**src/rtl/instr_prefetch.sv**
```systemverilog
// Byte-serial Y86-64 instruction fetch front end.
//
// Reads one instruction byte per imem handshake, assembles a whole
// instruction (1, 2, 9 or 10 bytes) and offers the decoded fields to decode
// over a valid/ready handshake. Halt, invalid icode and memory/address faults
// park the unit in STOP until a PC redirect arrives.
//
// Ports
//   clk, rst                     clock (rising edge), async active-high reset
//   redirect_valid, redirect_pc  load a new fetch PC; beats every other event
//   imem_req, imem_addr          byte read request / address (held until ack)
//   imem_ack, imem_rdata,        read completion, data byte, fault flag
//   imem_err
//   out_valid, out_ready         instruction handshake toward decode
//   icode, ifun, rA, rB, valC,   decoded instruction fields
//   valP
//   instr_valid, imem_error, hlt instruction status flags
module instr_prefetch #(
  parameter logic [63:0] RESET_PC  = 64'd0,
  parameter int          MEM_BYTES = 1024
) (
  input  logic        clk,
  input  logic        rst,
  input  logic        redirect_valid,
  input  logic [63:0] redirect_pc,
  output logic        imem_req,
  output logic [63:0] imem_addr,
  input  logic        imem_ack,
  input  logic [7:0]  imem_rdata,
  input  logic        imem_err,
  output logic        out_valid,
  input  logic        out_ready,
  output logic [3:0]  icode,
  output logic [3:0]  ifun,
  output logic [3:0]  rA,
  output logic [3:0]  rB,
  output logic [63:0] valC,
  output logic [63:0] valP,
  output logic        instr_valid,
  output logic        imem_error,
  output logic        hlt
);

  localparam logic [63:0] MEM_LIMIT = 64'(MEM_BYTES);

  typedef enum logic [1:0] {S_FETCH, S_OUT, S_STOP} state_t;

  state_t      state_q, state_d;
  logic [63:0] pc_q, pc_d;
  logic [3:0]  cnt_q, cnt_d;
  logic        drain_q, drain_d;
  logic [63:0] drain_addr_q, drain_addr_d;
  logic [3:0]  icode_q, icode_d, ifun_q, ifun_d;
  logic [3:0]  ra_q, ra_d, rb_q, rb_d;
  logic [63:0] valc_q, valc_d, valp_q, valp_d;
  logic        iv_q, iv_d, err_q, err_d, hlt_q, hlt_d;

  logic [63:0] fetch_addr;
  logic        addr_bad;
  logic [3:0]  cur_ic;
  logic [3:0]  cur_len;
  logic [3:0]  byte_idx;

  function automatic logic [3:0] instr_len(input logic [3:0] ic);
    case (ic)
      4'h2, 4'h6, 4'hA, 4'hB: instr_len = 4'd2;
      4'h7, 4'h8:             instr_len = 4'd9;
      4'h3, 4'h4, 4'h5:       instr_len = 4'd10;
      default:                instr_len = 4'd1;
    endcase
  endfunction

  function automatic logic has_regs(input logic [3:0] ic);
    case (ic)
      4'h2, 4'h3, 4'h4, 4'h5, 4'h6, 4'hA, 4'hB: has_regs = 1'b1;
      default:                                  has_regs = 1'b0;
    endcase
  endfunction

  assign fetch_addr = pc_q + {60'd0, cnt_q};
  assign addr_bad   = (fetch_addr >= MEM_LIMIT);

  // A drain is the leftover read from before a redirect; it keeps the old
  // address on the bus until acked and its byte is thrown away.
  assign imem_req  = !rst && (drain_q || (state_q == S_FETCH && !addr_bad));
  assign imem_addr = drain_q ? drain_addr_q : fetch_addr;

  // icode is only in a register after byte 0; for byte 0 use the bus.
  assign cur_ic  = (cnt_q == 4'd0) ? imem_rdata[7:4] : icode_q;
  assign cur_len = instr_len(cur_ic);
  // Position of this byte inside valC: 7/8 carry valC from byte 1, 3/4/5 from byte 2.
  assign byte_idx = (cur_ic == 4'h7 || cur_ic == 4'h8) ? cnt_q - 4'd1 : cnt_q - 4'd2;

  always_comb begin
    state_d      = state_q;
    pc_d         = pc_q;
    cnt_d        = cnt_q;
    drain_d      = drain_q;
    drain_addr_d = drain_addr_q;
    icode_d      = icode_q;
    ifun_d       = ifun_q;
    ra_d         = ra_q;
    rb_d         = rb_q;
    valc_d       = valc_q;
    valp_d       = valp_q;
    iv_d         = iv_q;
    err_d        = err_q;
    hlt_d        = hlt_q;

    if (redirect_valid) begin
      state_d      = S_FETCH;
      pc_d         = redirect_pc;
      cnt_d        = 4'd0;
      drain_d      = imem_req && !imem_ack;
      drain_addr_d = imem_addr;
      icode_d      = 4'h0;
      ifun_d       = 4'h0;
      ra_d         = 4'hF;
      rb_d         = 4'hF;
      valc_d       = 64'd0;
      valp_d       = 64'd0;
      iv_d         = 1'b1;
      err_d        = 1'b0;
      hlt_d        = 1'b0;
    end else begin
      if (drain_q && imem_ack) drain_d = 1'b0;
      case (state_q)
        S_FETCH: begin
          if (!drain_q) begin
            if (addr_bad) begin
              state_d = S_OUT;
              err_d   = 1'b1;
              hlt_d   = 1'b0;
              valp_d  = pc_q;
            end else if (imem_ack) begin
              if (imem_err) begin
                state_d = S_OUT;
                err_d   = 1'b1;
                hlt_d   = 1'b0;
                valp_d  = pc_q;
              end else begin
                if (cnt_q == 4'd0) begin
                  icode_d = imem_rdata[7:4];
                  ifun_d  = imem_rdata[3:0];
                end else if (cnt_q == 4'd1 && has_regs(cur_ic)) begin
                  ra_d = imem_rdata[7:4];
                  rb_d = imem_rdata[3:0];
                end else begin
                  valc_d[{byte_idx[2:0], 3'b000} +: 8] = imem_rdata;
                end
                if (cnt_q == cur_len - 4'd1) begin
                  state_d = S_OUT;
                  valp_d  = pc_q + {60'd0, cur_len};
                  hlt_d   = (cur_ic == 4'h0);
                  iv_d    = (cur_ic <= 4'hB);
                end else begin
                  cnt_d = cnt_q + 4'd1;
                end
              end
            end
          end
        end
        S_OUT: begin
          if (out_ready) begin
            state_d = (hlt_q || !iv_q || err_q) ? S_STOP : S_FETCH;
            pc_d    = valp_q;
            cnt_d   = 4'd0;
            icode_d = 4'h0;
            ifun_d  = 4'h0;
            ra_d    = 4'hF;
            rb_d    = 4'hF;
            valc_d  = 64'd0;
            valp_d  = 64'd0;
            iv_d    = 1'b1;
            err_d   = 1'b0;
            hlt_d   = 1'b0;
          end
        end
        default: ;
      endcase
    end
  end

  always_ff @(posedge clk or posedge rst) begin
    if (rst) begin
      state_q      <= S_FETCH;
      pc_q         <= RESET_PC;
      cnt_q        <= 4'd0;
      drain_q      <= 1'b0;
      drain_addr_q <= 64'd0;
      icode_q      <= 4'h0;
      ifun_q       <= 4'h0;
      ra_q         <= 4'hF;
      rb_q         <= 4'hF;
      valc_q       <= 64'd0;
      valp_q       <= 64'd0;
      iv_q         <= 1'b1;
      err_q        <= 1'b0;
      hlt_q        <= 1'b0;
    end else begin
      state_q      <= state_d;
      pc_q         <= pc_d;
      cnt_q        <= cnt_d;
      drain_q      <= drain_d;
      drain_addr_q <= drain_addr_d;
      icode_q      <= icode_d;
      ifun_q       <= ifun_d;
      ra_q         <= ra_d;
      rb_q         <= rb_d;
      valc_q       <= valc_d;
      valp_q       <= valp_d;
      iv_q         <= iv_d;
      err_q        <= err_d;
      hlt_q        <= hlt_d;
    end
  end

  assign out_valid   = (state_q == S_OUT);
  assign icode       = icode_q;
  assign ifun        = ifun_q;
  assign rA          = ra_q;
  assign rB          = rb_q;
  assign valC        = valc_q;
  assign valP        = valp_q;
  assign instr_valid = iv_q;
  assign imem_error  = err_q;
  assign hlt         = hlt_q;

endmodule

```
**config.mk**
```make
export PLATFORM = sky130hd
export DESIGN_NAME = instr_prefetch
export DESIGN_NICKNAME = d
export VERILOG_FILES = /design/src/rtl/instr_prefetch.sv
export SDC_FILE = /design/constraint.sdc
export NUM_CORES = 1
export LEC_CHECK = 0
export CAP_MARGIN = 20
export CORE_MARGIN = 10
export CORE_UTILIZATION = 40
export CTS_BUF_LIST = sky130_fd_sc_hd__clkbuf_16
export DETAILED_ROUTE_END_ITERATION = 12
export PLACE_DENSITY = 0.72
export SYNTH_ARGS = -nofsm -noshare
export SYNTH_HDL_FRONTEND = slang
export SYNTH_SLANG_ARGS = --single-unit
```
**constraint.sdc**
```tcl
create_clock -name clk -period 13.44 [get_ports clk]
set_clock_uncertainty 0.2 [all_clocks]
set_input_delay 3.36 -clock clk [delete_from_list [all_inputs] [get_ports clk]]
set_output_delay 3.36 -clock clk [all_outputs]
set_load 0.03 [all_outputs]
```
==> results.cfg <==
[outcome]
status = complete, no violations

[synth]
ys_types = 78
synthXorXnorAreaFrac_pct = 4.03
synthTopCellsByArea = dfrtp_1 (44%), mux2_2 (6.2%), mux2i_1 (5.9%), nand2_1 (4.3%), o21ai_0 (4.0%)
synth_compound_gate_area_share_pct = 15.6
synth_fa_ha_area_share_pct = 1.39
synth_edf_count = 0
netlist_area_sq_um = 15400
syn_nets = 1644
synth.area.mux_share_pct = 12.2
synth-seq-cells = 282
yosysTopAreaCell = dfrtp_1
yosys.area_share.simple_pct = 16.5
async_flop_share_pct = 100
synth_top_family_by_area = simple AND/OR/NAND/NOR gates
avgSynthCellArea_sq_um = 9.97
synth_ff_type = dfrtp_1
synthCells = 1550
netlist.area_leader.share_pct = 44.2
ys_seq_area_share_pct = 45.8
synth_warnings = 0

[clock_network]
cts_tree = built
cts-resized-gates = 0
post-cts-setup-buffer-count = 0
root_buffer = clkbuf_16
insertion_delay_ns = 0.54
cts_buffers = 35
htree_levels = 2
cts_hold_buf = 0
ctsLongestPathBuffers = 3
clk_pin_slew_ns = 0.06
clock_sinks = 282

[min_path]
whs_path_depth = 1
hold_path_end = valC[35]
min-delay-start = valC[35]
hold_class = flop to flop

[worst_setup_path]
r2r_start = cnt_q[0]
critPathKind = flop to output port
cp-start-kind = flop
critical_path.max_fanout = 12
worst_setup_path_end_kind = output port
rr_worst_depth = 15
max_stage_delay_ns = 0.79
path_buf_inv = 2
timing.rr.end = valP[49]
crit_chain = ha_1, inv_1, fa_1, nand2b_1, a21o_1, or4_1, o21ai_0, nand3b_1, or3_1, nor4_1, a31oi_1, nor2_1, clkdlybuf4s50_1
r2r_setup_slack_ns = 7.04
cp.required_ns = 9.88
worstPathArrival_ns = 5.64
cp_slowest_cell = or4_1
critPathTopFamily = simple AND/OR/NAND/NOR gates

[timing]
grt_setup_unrepaired = no
setup_tns_ns = 0
finalCritPeriodShare_pct = 68.5
relSlewSlack_pct = 25.5
layout_min_cycle_time_ns = 9.20
final_hold_viol_count = 0
final_max_slew_viol_count = 0
tightest_slew_ns = 1.12
fin_hold_ws_ns = 0.292
fmax_ghz = 0.109
finalSetupViolations = 0

[power_and_ir_drop]
ir_worst_vdd_mv = 0.0876
leakagePower_uw = 0.00832
power_density_nw_per_um2 = 145

[routing]
drt_iter0_drc = 1054
drc = 0
avgRoutedWirePerCell_um = 23.6
vias = 13500
wl_mm = 54.4
postRouteAntennaNets = 0
dr.pass1.iters = 5
vias_per_cell = 5.86

[global_route]
grt_pass1_wl_mm = 83.8
grt_pass1_vias = 13600
grt_max_degree = 120
grt_overflow_total = 0
track_usage_pct = 22.5
grt_antenna_before_repair = 1

[floorplan]
die_area_sq_um = 46900
num_rows = 71
core_sq_um = 37800
dieHeight_um = 217
pin_count = 291
initial_core_util_pct = 40.8
fp.dieW_um = 217

[layout]
regArea_sq_um = 7070
area_delta_synth_final_pct = 27.9
fillers = 3445
multi_input_area_sq_um = 7700
drive_gt1_share_pct = 10.7
fin_nets = 1864
fin_util_pct = 52.2
design_area_sq_um = 19800

[placed_design]
portBuffers = 290
place_area_sq_um = 18600
place_hpwl_mm = 39.6
gp_congestion = 0.988

[run]
max_cap_violations = 0
-- cell type report --
cell class | count | share of cell area [%]
diodes | 1 | 0.0127
well taps | 511 | 3.24
repair buffers | 308 | 15.5
clock buffers | 37 | 4.69
clock inverters | 23 | 0.950
inverters | 43 | 0.855
multi-input cells | 1100 | 39.0
flip-flops and latches | 282 | 35.8
-- worst register-to-register path, delay by kind of cell (launching register included) --
| family | cells | cell delay, ns |
|---|---|---|
| simple gates | 6 | 2.19 |
| flops | 1 | 0.52 |
| fa+ha+maj | 2 | 0.65 |
| compound gates | 4 | 1.87 |
| buf+inv | 3 | 0.86 |
-- cells by family after synthesis --
kind of cell / after synthesis
AND/OR/NAND/NOR: 504
AO/OA/AOI/OAI: 332
buffers and inverters: 168
XOR/XNOR: 71
flip-flops: 282
adder cells (fa/ha/maj): 16
multiplexers: 177
-- synthesized netlist by cell type, types with 22 or more instances --
library cell,instances
dfrtp_1,273
nand2_1,176
o21ai_0,125
mux2i_1,91
mux2_2,85
nor2_1,81
clkbuf_1,71
a22o_1,54
a32o_1,49
xnor2_1,48
inv_1,43
nand3_1,41
nand4_1,38
nor3_1,38
buf_2,28
a21oi_1,24
nor4_1,24
xor2_1,23
and3_1,22
-- how the worst max path moves through the flow --
stage | end | start | slack (ns) | cells after the start
finish | imem_req | cnt_q[0] | 4.24 | 13
floorplan | cnt_q[0] | rst | 2.12 | 1
global route | imem_req | cnt_q[0] | 3.79 | 13
global placement | imem_req | cnt_q[0] | 4.83 | 13
detailed placement | valP[49] | imem_rdata[5] | 4.80 | 14
CTS | imem_req | cnt_q[0] | 4.22 | 13
-- metal layers --
metal  vias to the layer above  routed length, um  track usage (%)
met4                         2               1340             6.36
met1                      6809              23100             28.9
li1                       6084                  -                -
met3                        84               4250             5.74
met2                       534              25700             36.9
met5                         -                 20                0
-- cells in the final DEF (no fill, tap or decap), drive strengths merged, types with 11 or more instances in the layout --
cell / count
dfrtp: 273
clkdlybuf4s50: 289
nor3: 39
and3: 23
nand4: 39
a21oi: 24
o22ai: 17
nand3: 41
o21ai: 127
buf: 19
nor4: 26
mux2i: 91
clkbuf: 37
mux2: 86
and2: 16
inv: 53
nand2: 176
or3: 11
nor2: 81
xor2: 23
and4: 12
xnor2: 48
a22o: 54
ha: 14
a32o: 49
-- state kept, by name, summed over array words and instances (netlist names), 2 cells and up --
signal	count
icode	4
cnt_q	4
rA	4
drain_addr_q	64
state_q	2
ifun	4
valC	64
rB	4
valP	64
pc_q	64
-- stage by stage --
| stage | total power (uW) | setup slack (ns) | std cells |
|---|---|---|---|
| after detailed placement | 1940 | 4.80 | 2242 |
| after floorplan | 1590 | 2.12 | 1550 |
| after global routing | 2980 | 3.79 | 2304 |
| final | 2870 | 4.24 | 2305 |
| after CTS | 2880 | 4.22 | 2302 |
| after global placement | 1930 | 4.83 | 2241 |
-- power breakdown --
group	internal, uW	switching, uW	leakage, uW
Clock	554	377	0.000567
Sequential	961	138	0.00365
Combinational	331	507	0.00411
(Power assumes the default switching activity.)
